[src/rtl/display_collector.sv]
// Receive end of the display stream: rebuilds the PE, 3x3 and 2x2 result matrices from the
// byte-serial tagged stream, cross-checks them at frame end and flags protocol violations.
module display_collector #(
  parameter int DATA_W  = 8,
  parameter int GROUP_N = 4
) (
  input  logic                       clk,
  input  logic                       reset,
  input  logic [DATA_W-1:0]          disp_data_i,
  input  logic [2:0]                 disp_tag_i,
  output logic [GROUP_N*DATA_W-1:0]  res_pe_o,
  output logic [GROUP_N*DATA_W-1:0]  res_3x3_o,
  output logic [GROUP_N*DATA_W-1:0]  res_2x2_o,
  output logic                       frame_valid_o,
  output logic                       frame_done_o,
  output logic                       match_3x3_o,
  output logic                       match_2x2_o,
  output logic                       proto_err_o
);

  localparam int MAT_W = GROUP_N * DATA_W;
  localparam int CNT_W = $clog2(GROUP_N + 1);
  localparam logic [CNT_W-1:0] CNT_FULL = CNT_W'(GROUP_N);

  typedef enum logic [2:0] {
    S_IDLE,
    S_PE,
    S_3X3,
    S_2X2,
    S_CHECK,
    S_DONE,
    S_ERR
  } state_t;

  state_t             state_q, state_d;
  logic [CNT_W-1:0]   cnt_q, cnt_d;
  logic [MAT_W-1:0]   pe_q, pe_d, m3_q, m3_d, m2_q, m2_d;
  logic               valid_q, valid_d;
  logic               done_q, done_d;
  logic               match3_q, match3_d;
  logic               match2_q, match2_d;
  logic               err_q, err_d;

  logic [2:0]         grp;
  logic               start, fault, wr_en;
  logic [1:0]         wr_grp;
  logic [CNT_W-1:0]   wr_idx;

  function automatic logic [MAT_W-1:0] put_byte(input logic [MAT_W-1:0] m,
                                                input logic [CNT_W-1:0] idx,
                                                input logic [DATA_W-1:0] b);
    logic [MAT_W-1:0] r;
    r = m;
    for (int i = 0; i < GROUP_N; i++) begin
      if (CNT_W'(i) == idx) r[i*DATA_W +: DATA_W] = b;
    end
    return r;
  endfunction

  always_ff @(posedge clk or negedge reset) begin
    if (!reset) begin
      state_q  <= S_IDLE;
      cnt_q    <= '0;
      pe_q     <= '0;
      m3_q     <= '0;
      m2_q     <= '0;
      valid_q  <= 1'b0;
      done_q   <= 1'b0;
      match3_q <= 1'b0;
      match2_q <= 1'b0;
      err_q    <= 1'b0;
    end else begin
      state_q  <= state_d;
      cnt_q    <= cnt_d;
      pe_q     <= pe_d;
      m3_q     <= m3_d;
      m2_q     <= m2_d;
      valid_q  <= valid_d;
      done_q   <= done_d;
      match3_q <= match3_d;
      match2_q <= match2_d;
      err_q    <= err_d;
    end
  end

  always_comb begin
    state_d  = state_q;
    cnt_d    = cnt_q;
    pe_d     = pe_q;
    m3_d     = m3_q;
    m2_d     = m2_q;
    valid_d  = valid_q;
    done_d   = 1'b0;
    match3_d = match3_q;
    match2_d = match2_q;
    err_d    = err_q;
    start    = 1'b0;
    fault    = 1'b0;
    wr_en    = 1'b0;
    wr_grp   = 2'd0;
    wr_idx   = '0;

    unique case (state_q)
      S_PE:    grp = 3'd1;
      S_3X3:   grp = 3'd2;
      S_2X2:   grp = 3'd3;
      default: grp = 3'd0;
    endcase

    unique case (state_q)
      S_IDLE, S_DONE: begin
        if (disp_tag_i == 3'd1) start = 1'b1;
        else if (disp_tag_i != 3'd0 && disp_tag_i != 3'd4) fault = 1'b1;
      end
      S_PE, S_3X3, S_2X2: begin
        if (disp_tag_i == grp && cnt_q != CNT_FULL) begin
          wr_en  = 1'b1;
          wr_grp = grp[1:0];
          wr_idx = cnt_q;
          cnt_d  = cnt_q + CNT_W'(1);
        end else if (disp_tag_i == grp + 3'd1 && cnt_q == CNT_FULL) begin
          // Tag of the following group (tag 4 after 2x2) closes the current group.
          if (grp == 3'd3) begin
            state_d = S_CHECK;
          end else begin
            wr_en   = 1'b1;
            wr_grp  = disp_tag_i[1:0];
            wr_idx  = '0;
            cnt_d   = CNT_W'(1);
            state_d = (grp == 3'd1) ? S_3X3 : S_2X2;
          end
        end else begin
          fault = 1'b1;
        end
      end
      S_CHECK: begin
        if (disp_tag_i == 3'd4) begin
          match3_d = (pe_q == m3_q);
          match2_d = (pe_q == m2_q);
          valid_d  = 1'b1;
          done_d   = 1'b1;
          cnt_d    = '0;
          state_d  = S_DONE;
        end else begin
          fault = 1'b1;
        end
      end
      S_ERR: begin
        if (disp_tag_i == 3'd0) begin
          state_d = S_IDLE;
          cnt_d   = '0;
        end else if (disp_tag_i == 3'd1) begin
          start = 1'b1;
        end
      end
      default: begin
        state_d = S_IDLE;
        cnt_d   = '0;
      end
    endcase

    if (start) begin
      valid_d  = 1'b0;
      err_d    = 1'b0;
      match3_d = 1'b0;
      match2_d = 1'b0;
      wr_en    = 1'b1;
      wr_grp   = 2'd1;
      wr_idx   = '0;
      cnt_d    = CNT_W'(1);
      state_d  = S_PE;
    end

    if (fault) begin
      err_d   = 1'b1;
      state_d = S_ERR;
    end

    if (wr_en) begin
      unique case (wr_grp)
        2'd1:    pe_d = put_byte(pe_q, wr_idx, disp_data_i);
        2'd2:    m3_d = put_byte(m3_q, wr_idx, disp_data_i);
        2'd3:    m2_d = put_byte(m2_q, wr_idx, disp_data_i);
        default: ;
      endcase
    end
  end

  assign res_pe_o      = pe_q;
  assign res_3x3_o     = m3_q;
  assign res_2x2_o     = m2_q;
  assign frame_valid_o = valid_q;
  assign frame_done_o  = done_q;
  assign match_3x3_o   = match3_q;
  assign match_2x2_o   = match2_q;
  assign proto_err_o   = err_q;

endmodule

[config.mk]
export PLATFORM = sky130hd
export DESIGN_NAME = display_collector
export DESIGN_NICKNAME = d
export VERILOG_FILES = /design/src/rtl/display_collector.sv
export SDC_FILE = /design/constraint.sdc
export NUM_CORES = 1
export LEC_CHECK = 0
export ABC_AREA = 1
export CAP_MARGIN = 5
export CORE_AREA = 2 2 96 135
export CTS_CLUSTER_SIZE = 24
export DETAILED_ROUTE_END_ITERATION = 8
export DIE_AREA = 0 0 98 137
export PLACE_DENSITY_LB_ADDON = 0.3
export SLEW_MARGIN = 20
export SYNTH_ARGS = -nofsm -noshare
export SYNTH_HDL_FRONTEND = slang
export SYNTH_SLANG_ARGS = --single-unit
[constraint.sdc]
create_clock -name clk -period 2.1 [get_ports clk]
set_clock_uncertainty 0.15 [all_clocks]
set_input_delay 0.315 -clock clk [delete_from_list [all_inputs] [get_ports clk]]
set_output_delay 0.315 -clock clk [all_outputs]
set_load 0.005 [all_outputs]
---- After elaboration in Yosys (flattened, before gate mapping) ----
Cells that the tools add are included.
word-level totals
  register bits ........................... 107
  input port bits ......................... 13
  word-level logic and storage cells ...... 132
operators by class
  add/sub/neg operators ................... 2
  equality and inequality tests ........... 33
  multiplexer cells ....................... 51
  reductions and logical operators ........ 27
operators with widths
  cell                   number
  $eq A32 B32 Y1         2
  $mux W3                15
  $reduce_and A3 Y1      12
  $mux W1                26
  $ne A4 B4 Y1 const B   6
  $pmux W3 S4            2
  $eq A3 B3 Y1 const B   5
  $ne A3 B3 Y1 const B   5
  $mux W2                5
  $reduce_and A5 Y1      2
  $eq A3 B1 Y1 const B   3
  $eq A3 B2 Y1 const B   3
  $logic_not A3 Y1       3
  $add A3 B1 Y3 const B  2
  $eq A2 B3 Y1 const A   2
  $eq A3 B3 Y1           2
  $pmux W2 S3            1
  $reduce_bool A2 Y1     3
  $eq A2 B2 Y1 const B   2
  $eq A1 B3 Y1 const A   1
  $logic_and A1 B1 Y1    3
  $pmux W1 S3            1
  $reduce_bool A3 Y1     1
  $reduce_or A3 Y1       1
  other kinds (5)        5

---- Longest topological paths before layout ----
  word-level depth ........................ 11
  mapped depth ............................ 15
  depth with buffers taken out ............ 15

---- Worst setup path after synthesis ----
OpenSTA, ideal clock, no wires.
  path kind ............................... reg2reg
  start ................................... register cnt_q[0]
  end ..................................... register m3_q[15], in the netlist res_3x3_o[15]
  library setup time ...................... 0.122 ns
  arrival time ............................ 1.947 ns
  setup slack ............................. -0.118 ns
  cell stages (with the launch flop) ...... 14
  buffers on the path ..................... 1
  cell sequence ........................... dfrtp_1 inv_1 ha_1 nand2_1 inv_1 nor2_1 nand3_1 nor2_4 nand4_1 nor2_4 nand3_2 buf_2 nand2_1 o21ai_1
between the ends
  cells in the longest elaborated chain, start to end .. 8
ends and longest elaborated chain
  element                                 line  text
  from (decl)                             36    logic [CNT_W-1:0] cnt_q, cnt_d;
  from (signal assigned)                  74    cnt_q <= cnt_d;
  $eq A3 B3 Y1                            121   end else if (disp_tag_i == grp + 3'd1 && cnt_q == CNT_FULL) begin
  $logic_and A1 B1 Y1                     121
  $mux W2                                 121
  $mux W2                                 116   if (disp_tag_i == grp && cnt_q != CNT_FULL) begin
  $mux W2                                 110   unique case (state_q)
  $mux W2                                 162   if (start) begin
  $eq A2 B2 Y1                            180   unique case (wr_grp)
  $reduce_and A3 Y1 (no source line) (*)  --
  to (signal assigned)                    76    m3_q <= m3_d;
  to (decl)                               37    logic [MAT_W-1:0] pe_q, pe_d, m3_q, m3_d, m2_q, m2_d;
Mark *: on every way between the ends. The rest lies on a longest branch, timed or not.
A chain may end at the register's enable or synchronous reset.

---- Worst setup path after layout ----
  start ................................... register cnt_q[0]
  end ..................................... register pe_q[26], in the netlist res_pe_o[26]
between the ends
  cells in the longest elaborated chain, start to end .. 8
ends and longest elaborated chain
  element                                 line  text
  $eq A3 B3 Y1                            121
  $logic_and A1 B1 Y1                     121
  $mux W2                                 121
  $mux W2                                 116
  $mux W2                                 110
  $mux W2                                 162
  $eq A2 B1 Y1                            180
  $reduce_and A3 Y1 (no source line) (*)  --
  to (signal assigned)                    75    pe_q <= pe_d;
  to (decl)                               37
Marked as above.

==> results.md <==
* Status: finished with violations
* Failing checks: setup timing
* Yosys top cell by area: dfrtp_1
* Area after DPL at 7490 µm²
* Total inserted antenna cells at 0
* Via count at 5,707
* Die area at 13,400 µm²
* Layout Nets at about 890
* Area of the multi-input gates at approximately 3000 µm²
* CP Launch Type: flip-flop
* Most used routing layer: met2
* Final ANT Viol Nets at 0
* Arrival time at the worst endpoint at 2360 ps
* RSZ-0062 raised after global routing: true
* Site row count at 48
* Via density at 5.55
* CTS tree: yes
* Routed WL at 18,900 µm
* Async SR Flop Fraction at 1.00
* Residual DRC at 0
* Worst-path clk slew at 80 ps
* Setup WS post-layout at -170 ps
* Most frequent cells in the layout: nand2_1 (210), clkdlybuf4s50_1 (112), dfrtp_1 (106)
* Core Box Area at 12,200 µm²
* Prevailing post-synth register cell: dfrtp_1
* Unique masters post-synth at 32
* Cell area after synthesis at 5630 µm²
* EDFF count, synth at 0
* Total power at 0.00665 W
* Slew margin rel. at 0.529
* WL/cell at 18.4 µm
* Pins over their slew limit at 0
* First-pass GRT wire length at 28,700 µm
* Share of layout cells above drive strength 1 at 0.229
* Register area share after synthesis at 0.475
* Post-synth top area share at 0.475
* VDD IR-drop max at 447 µV
* TritonRoute pass-1 iters at 4
* HPWL Detailed at ~13,000 µm
* Max_cap viols at 0
* Mapped Cells at 689
* Die width at 98 µm
* Static leakage at 3.91 nW
* GRT Util Overall at 0.273
* Post-layout util at 0.687
* Clock Tree Buf Depth at 2
* Pwr dens at a little under 800 nW/µm²
* Met2 Use GR at 0.464
* Area grow syn2layout at 48.6%
* CP Class: flip-flop to flip-flop
* Worst slack at placement at -448 ps
* Initial antenna violation count at 0
* F_max at 0.440 GHz
* Avg Inst Size Synth at 8.17 µm²
* Clk Latency, worst-skew pair at 350 ps
* Total grt overflow at 0
* Critical Path Fanout Max at 8
* Tcrit/Tclk final at 1.08
* Worst reg-to-reg path cell count at 14
* RD Place Congestion at roughly 0.9
* Warnings, synthesis at 0
* Hold crit path type: primary input to asynchronous set/reset pin
* Yosys reg bits at 107
* Clock root buffer: clkbuf_16
* Largest net degree at the start of global routing at 52
* Fin. Hold Viols at 0
* Tmin final at 2270 ps
* Port-buffer cells at 113
* Register area at 2680 µm²
* Max H-tree Level at 3
* CTS buffer count at 9
* Initial Utilization at 0.462
* Commonest non-fill, non-tap cell in the layout: nand2_1
* Vias in the first global route at 5,536
* Data required time of the worst path at ~2200 ps
* Net Count, Synth at a little over 700
* Clock Sinks at between 100 and 150
* Top cells by area, synth: dfrtp_1 (48%), nand2_1 (15%), nand3_1 (7.6%)
* Final setup fails at 96
* Initial DRC Count at 355
* Filler cells at 932
* Met3 GRT Util at 0.0439
* Final instance area at 8370 µm²
* Die height at 137 µm
* Setup crit end kind: flip-flop
* Tightest Pin Transition at 704 ps
* Hold WS at around 270 ps
* IO Count at 114
* Met1 Use GR at 0.341
-- cells in the mapped netlist (2+ instances only) --
library cell and number:
a21oi_1 2, buf_2 8, buf_4 7, clkbuf_1 10
dfrtp_1 107, ha_1 2, inv_1 53, inv_2 6
nand2_1 230, nand2_2 6, nand3_1 86, nand3_2 5
nand3_4 3, nand4_1 15, nor2_1 13, nor2_4 5
nor3_1 10, nor4_1 2, o211ai_1 4, o21ai_0 9
o21ai_1 24, o21bai_1 24, or2_2 8, xnor2_1 35
xor2_1 8
-- power breakdown --
| part | internal, W | total [W] | leakage, nW | switching, W |
|---|---|---|---|---|
| Sequential | 0.00226 | 0.00247 | 1.37 | 0.000209 |
| Combinational | 0.00122 | 0.00252 | 2.40 | 0.00130 |
| Clock | 0.000835 | 0.00166 | 0.142 | 0.000828 |
| Total | 0.00432 | 0.00665 | 3.91 | 0.00233 |
-- cell families (layout without fill, tap and decap cells) --
family | Yosys count | after routing | share of synthesized area
fa+ha+maj | 2 | 2 | 0.00444
xor+xnor | 43 | 43 | 0.0669
compound gates | 67 | 67 | 0.0738
simple gates | 386 | 388 | 0.317
flops | 107 | 107 | 0.475
buf+inv | 84 | 272 | 0.0624
-- path summary, 6_finish.rpt --
kind	slack, ps	from	end
worst min-delay path	270	reset	res_2x2_o[1]
worst min register to register	350	frame_valid_o	frame_valid_o
min in group clk	350	frame_valid_o	frame_valid_o
max in group asynchronous	880	reset	state_q[0]
worst max register to register	-170	cnt_q[0]	res_pe_o[26]
worst max-delay path	-170	cnt_q[0]	res_pe_o[26]
-- per-stage QoR --
stage | TNS, ps | cells
4_1_cts | -908 | 1025
3_5_place_dp | -38320 | 998
5_1_grt | -20290 | 1029
6_report | -10160 | 1029
3_3_place_gp | -32430 | 998
2_1_floorplan | -4270 | 689
-- worst max-delay path, cell delays in order (launching register included) --
cell and delay [ps]:
dfrtp_1 360, inv_2 60, ha_4 150, nand2_2 70
inv_2 50, nor2_2 90, nand3_2 110, nor2_4 220
buf_12 150, nand4_4 130, nor2_4 190, buf_6 150
nand2_4 90, nand2_1 110, nand2_1 80
-- routing by layer --
| metal | part of all wire | vias up |
|---|---|---|
| li1 | - | 2599 |
| met1 | 0.38 | 2768 |
| met2 | 0.51 | 275 |
| met3 | 0.067 | 65 |
| met4 | 0.043 | 0 |
| met5 | 0 | - |
-- final cells by class --
| class | instances | share of cell area |
|---|---|---|
| Clock buffer | 9 | 0.0269 |
| Multi-Input combinational cell | 500 | 0.357 |
| Timing Repair Buffer | 197 | 0.237 |
| Clock inverter | 7 | 0.00792 |
| Sequential cell | 107 | 0.320 |
| Inverter | 59 | 0.0286 |
| Tap cell | 150 | 0.0224 |
-- state kept, by name, summed over array words and instances, names as in the netlist --
| register | count |
|---|---|
| res_2x2_o | 32 |
| res_3x3_o | 32 |
| res_pe_o | 32 |
| cnt_q | 3 |
| state_q | 3 |
| frame_done_o | 1 |
| frame_valid_o | 1 |
| match_2x2_o | 1 |
| match_3x3_o | 1 |
| proto_err_o | 1 |
-- repair_timing --
| item | 4_1_cts | 5_1_grt |
|---|---|---|
| setup endpoints to repair | 101 | 102 |
| gates resized for setup | 49 | 52 |
| pin swaps | 28 | 43 |
| gates cloned | 2 | 2 |
| buffers inserted | 8 | 2 |
| endpoints found under the hold margin | 23 | 0 |
| hold buffers | 1 | 0 |
No activity file was read; power rests on OpenSTA's default activity.
